$ cat config.mk
export PLATFORM = sky130hd
export DESIGN_NAME = instr_stream_encoder_flat
export DESIGN_NICKNAME = d
export VERILOG_FILES = /design/src/rtl/mips_pkg.sv /design/src/rtl/instr_stream_encoder_if.sv /design/src/rtl/instr_field_encoder.sv /design/src/rtl/instr_stream_encoder.sv /design/src/flat_wrapper.sv
export SDC_FILE = /design/constraint.sdc
export NUM_CORES = 1
export LEC_CHECK = 0
export CORE_MARGIN = 2
export CORE_UTILIZATION = 45
export CTS_CLUSTER_SIZE = 25
export DETAILED_ROUTE_END_ITERATION = 12
export DONT_BUFFER_PORTS = 1
export GPL_ROUTABILITY_DRIVEN = 1
export GPL_TIMING_DRIVEN = 1
export PLACE_DENSITY_LB_ADDON = 0.08
export SLEW_MARGIN = 20
export SYNTH_ARGS = -nofsm -noshare
export SYNTH_HDL_FRONTEND = slang
export SYNTH_HIERARCHICAL = 1
export SYNTH_SLANG_ARGS = --single-unit
$ cat constraint.sdc
create_clock -name clk -period 1.4 [get_ports clk]
set_input_delay 0.28 -clock clk [delete_from_list [all_inputs] [get_ports clk]]
set_output_delay 0.28 -clock clk [all_outputs]
set_load 0.005 [all_outputs]
$ cat src/rtl/mips_pkg.sv
// mips_pkg: shared definitions for the instruction stream encoder.
//   - Primary opcode constants (the same values the main decoder matches).
//   - op_sel enumeration used on the field bus.
//   - FSM state type for the loader.
//   - itypeWord(): helper that packs an I-type instruction.
package mips_pkg;

  localparam logic [5:0] OP_RTYPE = 6'b000000;
  localparam logic [5:0] OP_J     = 6'b000010;
  localparam logic [5:0] OP_BEQ   = 6'b000100;
  localparam logic [5:0] OP_ADDI  = 6'b001000;
  localparam logic [5:0] OP_LW    = 6'b100011;
  localparam logic [5:0] OP_SW    = 6'b101011;

  // Codes 6 and 7 are deliberately left out: they are the illegal selections.
  typedef enum logic [2:0] {
    SEL_RTYPE = 3'd0,
    SEL_J     = 3'd1,
    SEL_BEQ   = 3'd2,
    SEL_ADDI  = 3'd3,
    SEL_LW    = 3'd4,
    SEL_SW    = 3'd5
  } opSel_e;

  typedef enum logic [1:0] {
    ST_IDLE = 2'd0,
    ST_LOAD = 2'd1,
    ST_DONE = 2'd2
  } encState_e;

  function automatic logic [31:0] itypeWord(input logic [5:0]  opcode,
                                            input logic [4:0]  rs,
                                            input logic [4:0]  rt,
                                            input logic [15:0] imm16);
    return {opcode, rs, rt, imm16};
  endfunction

endpackage

$ cat src/rtl/instr_stream_encoder_if.sv
// instr_stream_encoder_if: decoded-field bus with valid/ready handshake.
//   in_valid  master->slave  field set valid
//   in_ready  slave->master  encoder can accept
//   op_sel    3   operation class (0 RTYPE,1 J,2 BEQ,3 ADDI,4 LW,5 SW,6-7 illegal)
//   rs/rt/rd/shamt 5 each, funct 6, imm16 16, target 26
// Modports: master (field source), slave (encoder).
interface instr_stream_encoder_if;
  logic        in_valid;
  logic        in_ready;
  logic [2:0]  op_sel;
  logic [4:0]  rs;
  logic [4:0]  rt;
  logic [4:0]  rd;
  logic [4:0]  shamt;
  logic [5:0]  funct;
  logic [15:0] imm16;
  logic [25:0] target;

  modport master (
    output in_valid, op_sel, rs, rt, rd, shamt, funct, imm16, target,
    input  in_ready
  );

  modport slave (
    input  in_valid, op_sel, rs, rt, rd, shamt, funct, imm16, target,
    output in_ready
  );
endinterface

$ cat src/rtl/instr_field_encoder.sv
// instr_field_encoder: combinational MIPS instruction assembler.
// Inputs : op_sel, rs, rt, rd, shamt, funct, imm16, target
// Outputs: word    - 32-bit encoded instruction (0 when illegal)
//          illegal - op_sel is not one of the six supported classes
// Fields not used by the selected class are ignored.
module instr_field_encoder
  import mips_pkg::*;
(
  input  logic [2:0]  op_sel,
  input  logic [4:0]  rs,
  input  logic [4:0]  rt,
  input  logic [4:0]  rd,
  input  logic [4:0]  shamt,
  input  logic [5:0]  funct,
  input  logic [15:0] imm16,
  input  logic [25:0] target,
  output logic [31:0] word,
  output logic        illegal
);

  always_comb begin
    word    = '0;
    illegal = 1'b0;
    case (op_sel)
      SEL_RTYPE: word = {OP_RTYPE, rs, rt, rd, shamt, funct};
      SEL_J:     word = {OP_J, target};
      SEL_BEQ:   word = itypeWord(OP_BEQ,  rs, rt, imm16);
      SEL_ADDI:  word = itypeWord(OP_ADDI, rs, rt, imm16);
      SEL_LW:    word = itypeWord(OP_LW,   rs, rt, imm16);
      SEL_SW:    word = itypeWord(OP_SW,   rs, rt, imm16);
      default:   illegal = 1'b1;
    endcase
  end

endmodule

$ cat src/rtl/instr_stream_encoder.sv
// instr_stream_encoder: sequential MIPS instruction encoder and
// instruction-memory loader. Accepts field sets over fieldBus, encodes them
// and writes the words to consecutive instruction-memory addresses.
// Ports:
//   clk, rst_n (async active-low), load_start, load_end (single-cycle pulses)
//   fieldBus   slave side of the decoded-field valid/ready bus
//   imem_we / imem_addr / imem_wdata  registered one-cycle write
//   word_count words written this load, full (DEPTH words written)
//   busy (LOAD), done (DONE), err (sticky illegal op_sel this load)
//   checksum   running XOR of written words (only with ENC_CHECKSUM_EN)
// Optional feature macro: ENC_CHECKSUM_EN.
module instr_stream_encoder
  import mips_pkg::*;
#(
  parameter int ADDR_W = 6
)
(
  input  logic                 clk,
  input  logic                 rst_n,
  input  logic                 load_start,
  input  logic                 load_end,
  instr_stream_encoder_if.slave fieldBus,
  output logic                 imem_we,
  output logic [ADDR_W-1:0]    imem_addr,
  output logic [31:0]          imem_wdata,
  output logic [ADDR_W:0]      word_count,
  output logic                 full,
  output logic                 busy,
  output logic                 done,
  output logic                 err
`ifdef ENC_CHECKSUM_EN
  ,
  output logic [31:0]          checksum
`endif
);

  localparam logic [ADDR_W:0] DEPTH = (ADDR_W+1)'(2**ADDR_W);

  encState_e          state;
  logic [31:0]        encWord;
  logic               encIllegal;
  logic               accept;
  logic               startLoad;
  logic [ADDR_W:0]    countNext;

  instr_field_encoder u_fieldEnc (
    .op_sel  (fieldBus.op_sel),
    .rs      (fieldBus.rs),
    .rt      (fieldBus.rt),
    .rd      (fieldBus.rd),
    .shamt   (fieldBus.shamt),
    .funct   (fieldBus.funct),
    .imm16   (fieldBus.imm16),
    .target  (fieldBus.target),
    .word    (encWord),
    .illegal (encIllegal)
  );

  assign fieldBus.in_ready = busy && !full;
  assign accept            = fieldBus.in_valid && fieldBus.in_ready;
  // load_start is ignored in LOAD, so a restart and a transfer never coincide.
  assign startLoad         = load_start && (state != ST_LOAD);
  assign countNext         = word_count + 1'b1;

  // Loader FSM; busy/done are registered alongside the state.
  always_ff @(posedge clk or negedge rst_n) begin
    if (!rst_n) begin
      state <= ST_IDLE;
      busy  <= 1'b0;
      done  <= 1'b0;
    end else begin
      case (state)
        ST_IDLE, ST_DONE: begin
          if (load_start) begin
            state <= ST_LOAD;
            busy  <= 1'b1;
            done  <= 1'b0;
          end
        end
        ST_LOAD: begin
          // load_end wins over a simultaneous load_start.
          if (load_end) begin
            state <= ST_DONE;
            busy  <= 1'b0;
            done  <= 1'b1;
          end
        end
        default: begin
          state <= ST_IDLE;
          busy  <= 1'b0;
          done  <= 1'b0;
        end
      endcase
    end
  end

  // Write port, counters and sticky error. The low bits of word_count are
  // the write address, so no separate address counter is kept.
  always_ff @(posedge clk or negedge rst_n) begin
    if (!rst_n) begin
      imem_we    <= 1'b0;
      imem_addr  <= '0;
      imem_wdata <= '0;
      word_count <= '0;
      full       <= 1'b0;
      err        <= 1'b0;
`ifdef ENC_CHECKSUM_EN
      checksum   <= '0;
`endif
    end else begin
      imem_we <= 1'b0;
      if (startLoad) begin
        word_count <= '0;
        full       <= 1'b0;
        err        <= 1'b0;
`ifdef ENC_CHECKSUM_EN
        checksum   <= '0;
`endif
      end else if (accept) begin
        if (encIllegal) begin
          err <= 1'b1;
        end else begin
          imem_we    <= 1'b1;
          imem_addr  <= word_count[ADDR_W-1:0];
          imem_wdata <= encWord;
          word_count <= countNext;
          full       <= (countNext == DEPTH);
`ifdef ENC_CHECKSUM_EN
          checksum   <= checksum ^ encWord;
`endif
        end
      end
    end
  end

endmodule

$ cat src/flat_wrapper.sv
// flat-port wrapper written by rule: the top's interface ports become plain ports
module instr_stream_encoder_flat import mips_pkg::*;
#(
  parameter int ADDR_W = 6
)
  (clk, rst_n, load_start, load_end, imem_we, imem_addr, imem_wdata, word_count, full, busy, done, err, fieldBus_in_valid, fieldBus_op_sel, fieldBus_rs, fieldBus_rt, fieldBus_rd, fieldBus_shamt, fieldBus_funct, fieldBus_imm16, fieldBus_target, fieldBus_in_ready);
  instr_stream_encoder_if fieldBus_i ();
  input  logic clk;
  input  logic rst_n;
  input  logic load_start;
  input  logic load_end;
  output logic imem_we;
  output logic [ADDR_W-1:0] imem_addr;
  output logic [31:0] imem_wdata;
  output logic [ADDR_W:0] word_count;
  output logic full;
  output logic busy;
  output logic done;
  output logic err;
  input wire logic [$bits(fieldBus_i.in_valid)-1:0] fieldBus_in_valid;
  input wire logic [$bits(fieldBus_i.op_sel)-1:0] fieldBus_op_sel;
  input wire logic [$bits(fieldBus_i.rs)-1:0] fieldBus_rs;
  input wire logic [$bits(fieldBus_i.rt)-1:0] fieldBus_rt;
  input wire logic [$bits(fieldBus_i.rd)-1:0] fieldBus_rd;
  input wire logic [$bits(fieldBus_i.shamt)-1:0] fieldBus_shamt;
  input wire logic [$bits(fieldBus_i.funct)-1:0] fieldBus_funct;
  input wire logic [$bits(fieldBus_i.imm16)-1:0] fieldBus_imm16;
  input wire logic [$bits(fieldBus_i.target)-1:0] fieldBus_target;
  output wire logic [$bits(fieldBus_i.in_ready)-1:0] fieldBus_in_ready;
  assign fieldBus_i.in_valid = fieldBus_in_valid;
  assign fieldBus_i.op_sel = fieldBus_op_sel;
  assign fieldBus_i.rs = fieldBus_rs;
  assign fieldBus_i.rt = fieldBus_rt;
  assign fieldBus_i.rd = fieldBus_rd;
  assign fieldBus_i.shamt = fieldBus_shamt;
  assign fieldBus_i.funct = fieldBus_funct;
  assign fieldBus_i.imm16 = fieldBus_imm16;
  assign fieldBus_i.target = fieldBus_target;
  assign fieldBus_in_ready = fieldBus_i.in_ready;
  instr_stream_encoder #(.ADDR_W(ADDR_W)) u_core (.clk(clk), .rst_n(rst_n), .load_start(load_start), .load_end(load_end), .fieldBus(fieldBus_i), .imem_we(imem_we), .imem_addr(imem_addr), .imem_wdata(imem_wdata), .word_count(word_count), .full(full), .busy(busy), .done(done), .err(err));
endmodule
==> results of run 1 <==
==> power by group <==
| part | total [mW] | switching [mW] | leakage [nW] | internal [mW] |
|---|---|---|---|---|
| logic | 1.32 | 0.446 | 0.802 | 0.875 |
| registers | 2.33 | 0.398 | 0.660 | 1.93 |
| clock network | 1.18 | 0.467 | 0.0654 | 0.714 |
| total | 4.83 | 1.31 | 1.53 | 3.52 |
==> critical path, cell delays in order (launching register included) <==
cell and delay [ns]:
sky130_fd_sc_hd__dfrtp_1 0.40, sky130_fd_sc_hd__nand4bb_4 0.22, sky130_fd_sc_hd__a21oi_4 0.19, sky130_fd_sc_hd__buf_6 0.15
sky130_fd_sc_hd__clkbuf_16 0.16, sky130_fd_sc_hd__mux2_4 0.30
==> kinds of logic (layout without fill, tap and decap cells) <==
kind of cell | count (synthesis) | in the layout | share of synthesized area
mux | 55 | 55 | 0.217
flops | 51 | 51 | 0.462
fa+ha+maj | 2 | 2 | 0.00906
other cells | 1 | 1 | 0.00136
buf+inv | 20 | 32 | 0.0476
compound gates | 65 | 65 | 0.158
xor+xnor | 6 | 6 | 0.0190
simple gates | 40 | 40 | 0.0857
==> flip-flops by register name (all words and copies together), names as in the netlist <==
name and count:
u_core/word_count 7, u_core/full 1, u_core/state 1, u_core/imem_we 1, u_core/err 1, u_core/imem_addr 6, u_core/busy 1, u_core/imem_wdata 32
u_core/done 1
==> synthesized netlist by cell type <==
master                       n
sky130_fd_sc_hd__a21o_1     10
sky130_fd_sc_hd__a21oi_1     3
sky130_fd_sc_hd__a21oi_2     1
sky130_fd_sc_hd__a21oi_4     1
sky130_fd_sc_hd__a31oi_1     1
sky130_fd_sc_hd__a32o_1     10
sky130_fd_sc_hd__and2_1      3
sky130_fd_sc_hd__and2b_1     1
sky130_fd_sc_hd__and4_1      1
sky130_fd_sc_hd__and4bb_2    1
sky130_fd_sc_hd__buf_2       4
sky130_fd_sc_hd__buf_4       5
sky130_fd_sc_hd__buf_6       4
sky130_fd_sc_hd__clkbuf_1    2
sky130_fd_sc_hd__clkbuf_2    2
sky130_fd_sc_hd__conb_1      1
sky130_fd_sc_hd__dfrtp_1    51
sky130_fd_sc_hd__ha_1        2
sky130_fd_sc_hd__inv_1       3
sky130_fd_sc_hd__mux2_2     39
sky130_fd_sc_hd__mux2i_1    16
sky130_fd_sc_hd__nand2_1     7
sky130_fd_sc_hd__nand2b_1    2
sky130_fd_sc_hd__nand3_1     4
sky130_fd_sc_hd__nand4_1     1
sky130_fd_sc_hd__nand4bb_4   1
sky130_fd_sc_hd__nor2_1     11
sky130_fd_sc_hd__nor2_2      1
sky130_fd_sc_hd__nor2b_1     1
sky130_fd_sc_hd__nor2b_4     1
sky130_fd_sc_hd__nor3_1      2
sky130_fd_sc_hd__o21a_1      1
sky130_fd_sc_hd__o21ai_0    34
sky130_fd_sc_hd__o21ai_1     1
sky130_fd_sc_hd__o22ai_1     1
sky130_fd_sc_hd__o31a_1      1
sky130_fd_sc_hd__o32ai_2     1
sky130_fd_sc_hd__or2_0       1
sky130_fd_sc_hd__or3_1       2
sky130_fd_sc_hd__xnor2_1     2
sky130_fd_sc_hd__xor2_1      4
==> worst max path at each step <==
stage | depth (start not counted) | slack, ns | startpoint | end
CTS | 4 | -0.15 | u_core/full$_DFFE_PN0P_ | u_core/imem_wdata[2]$_DFFE_PN0P_
detailed placement | 5 | -0.15 | fieldBus_op_sel[1] | u_core/imem_wdata[23]$_DFFE_PN0P_
finish | 5 | -0.13 | u_core/full$_DFFE_PN0P_ | u_core/imem_wdata[9]$_DFFE_PN0P_
global placement | 5 | -0.11 | fieldBus_op_sel[1] | u_core/imem_wdata[20]$_DFFE_PN0P_
floorplan | 6 | -0.16 | fieldBus_op_sel[2] | u_core/imem_addr[5]$_DFFE_PN0P_
global route | 5 | -0.16 | u_core/full$_DFFE_PN0P_ | u_core/imem_wdata[29]$_DFFE_PN0P_
==> through the flow <==
step / setup slack [ns] / power [mW] / std cells / instance area (sq um)
finish: -0.127 / 4.83 / 327 / 3290
global route: -0.159 / 5.08 / 327 / 3290
CTS: -0.151 / 4.62 / 320 / 3070
detailed placement: -0.155 / 3.40 / 312 / 2920
global placement: -0.107 / 3.34 / 312 / 2920
floorplan: -0.158 / 3.10 / 240 / 2840
==> routing by layer <==
layer / GRT usage / wire length, microns / up-vias
met5: 0 / 0 / -
met4: 0.0467 / 49 / 0
met3: 0.0543 / 546 / 4
met2: 0.323 / 3360 / 82
met1: 0.215 / 2750 / 981
li1: - / - / 885
==> what timing repair did <==
item	4_1_cts	5_1_grt
cloned	0	4
endpoints found under the hold margin	51	51
pin swaps	0	2
buffers inserted	0	3
resized for setup	4	29
setup endpoints to repair	40	44
==> final cells by class <==
cell class,instances,area (sq um),share of cell area
Clock inverter,2,60.1,0.0182
Tap cell,75,93.8,0.0285
Clock buffer,6,72.6,0.0220
Timing Repair Buffer,21,254,0.0771
Sequential cell,51,1280,0.387
Multi-Input combinational cell,169,1530,0.463
Inverter,3,11.3,0.00342
==> flow_metrics.py, run 1 <==
metrics = {
    "run_status": {
        "run_status": "finished with violations",
        "violations": "negative hold slack, negative setup slack",
    },
    "drt": {
        "antenna_left": 0,
        "post-route-drc-count": 0,
        "drt_iter0_drc": 91,
        "drt_pre_antenna_iters": 4,
        "routed_wire_per_std_cell_microns": 20.5,
        "vias": 1952,
        "avg_vias_per_cell": 5.97,
        "routed_wirelength_microns": 6700,
    },
    "logic_synthesis": {
        "syn-cell-area_sq_um": 2760,
        "synthesis.area_per_instance_sq_um": 11.5,
        "yosys_warnings": 6,
        "synth_area_leaders": "sky130_fd_sc_hd__dfrtp_1 46%, sky130_fd_sc_hd__mux2_2 16%, sky130_fd_sc_hd__o21ai_0 6.2%",
        "synthDominantAreaCellType": "sky130_fd_sc_hd__dfrtp_1",
        "synth.ff_latch_count": 51,
        "yosysUniqueCellTypes": 41,
        "postSynthNetCount": 318,
        "synth.yosys.seq_area_share": 0.462,
        "yosysTopAreaCellShare": 0.462,
        "synth_cells": 240,
    },
    "layout": {
        "nets": 329,
        "final_common_cell": "sky130_fd_sc_hd__dfrtp_1",
        "drive_gt1_frac": 0.313,
        "fillCellCount": 490,
        "fin_util": 0.556,
        "syn2layout_area_growth_pct": 19.4,
        "final_cell_mix": "51 x sky130_fd_sc_hd__dfrtp_1, 38 x sky130_fd_sc_hd__mux2_4, 34 x sky130_fd_sc_hd__o21ai_0, 16 x sky130_fd_sc_hd__mux2i_1, 12 x sky130_fd_sc_hd__buf_4",
        "diodes": 0,
    },
    "clock_tree": {
        "max_h_tree_level": 2,
        "clock-sinks": 51,
        "clock_tree_from_tritoncts": "yes",
        "insertion_delay_ns": 0.30,
        "cts_root_buffer": "sky130_fd_sc_hd__clkbuf_8",
        "clkTransAtPathRegs_ns": 0.10,
        "clk_path_buf_depth": 2,
        "cts_made_buffers": 5,
    },
    "floorplan": {
        "die_height_microns": 82.3,
        "initial_cell_density_of_the_core": 0.466,
        "design.core.area_sq_um": 5920,
        "std_cell_rows": 28,
        "die_x_microns": 82.3,
        "floorplan_die_area_sq_um": 6780,
        "top_level_ports": 127,
    },
    "timing": {
        "clock-skew-final_ns": 0.00920,
        "setup_tns_ns": -3.74,
        "timing.max_slew.rel_slack": 0.543,
        "min_period_ns": 1.53,
        "max_freq_mhz": 655,
        "finalHoldViolCount": 51,
        "maxSlewViolCount": 0,
        "rsz0062_at_grt": "yes",
        "worst_hold_slack_ns": -0.341,
        "worst_pin_slew_ns": 0.684,
        "report.final.setup_viol": 39,
        "finalWorstSetupSlack_ns": -0.127,
        "layout_worst_path_cycle_share": 1.09,
    },
    "setup_path": {
        "maximum_fanout_count_along_the_critical_path": 7,
        "endpoint_kind": "register",
        "worst-endpoint-arrival_ns": 1.71,
        "worst_r2r_endpoint": "u_core/imem_wdata[9]$_DFFE_PN0P_",
        "reg2reg_from": "u_core/full$_DFFE_PN0P_",
        "ff2ff_setup_slack_ns": -0.13,
        "worst-endpoint-required_ns": 1.58,
        "timing.critical_path.from_type": "register",
        "ff2ff_path_depth": 5,
        "crit_type": "register to register",
    },
    "power_and_ir_drop": {
        "worst_ir_drop_vdd_uv": 687,
        "power.density_nw_per_um2": 1470,
        "power_leakage_nw": 1.53,
    },
    "job": {
        "timing.max_cap.violations": 0,
    },
    "placed_design": {
        "hpwlAfterDp_microns": 4440,
        "placement.io_buffers": 0,
        "gp_routability_congestion": 0.685,
    },
    "grt": {
        "first_global_vias": 1966,
        "grt_first_pass_wirelength_microns": 9490,
        "track_usage": 0.182,
        "grt_max_degree": 52,
        "grt_antenna_before_repair": 0,
        "grt-ovfl-total": 0,
    },
    "min_path": {
        "worstHoldPathType": "input port to async pin",
    },
}
Power figures use the tool's default switching activity.
==> run 2, diff against run 1 <==
--- a/config.mk
+++ b/config.mk
@@ -18,3 +18,4 @@
 export SYNTH_HDL_FRONTEND = slang
 export SYNTH_HIERARCHICAL = 1
 export SYNTH_SLANG_ARGS = --single-unit
+export TNS_END_PERCENT = 100
==> results of run 2 <==
Final layout, timing and power as in run 1 (identical DEF).
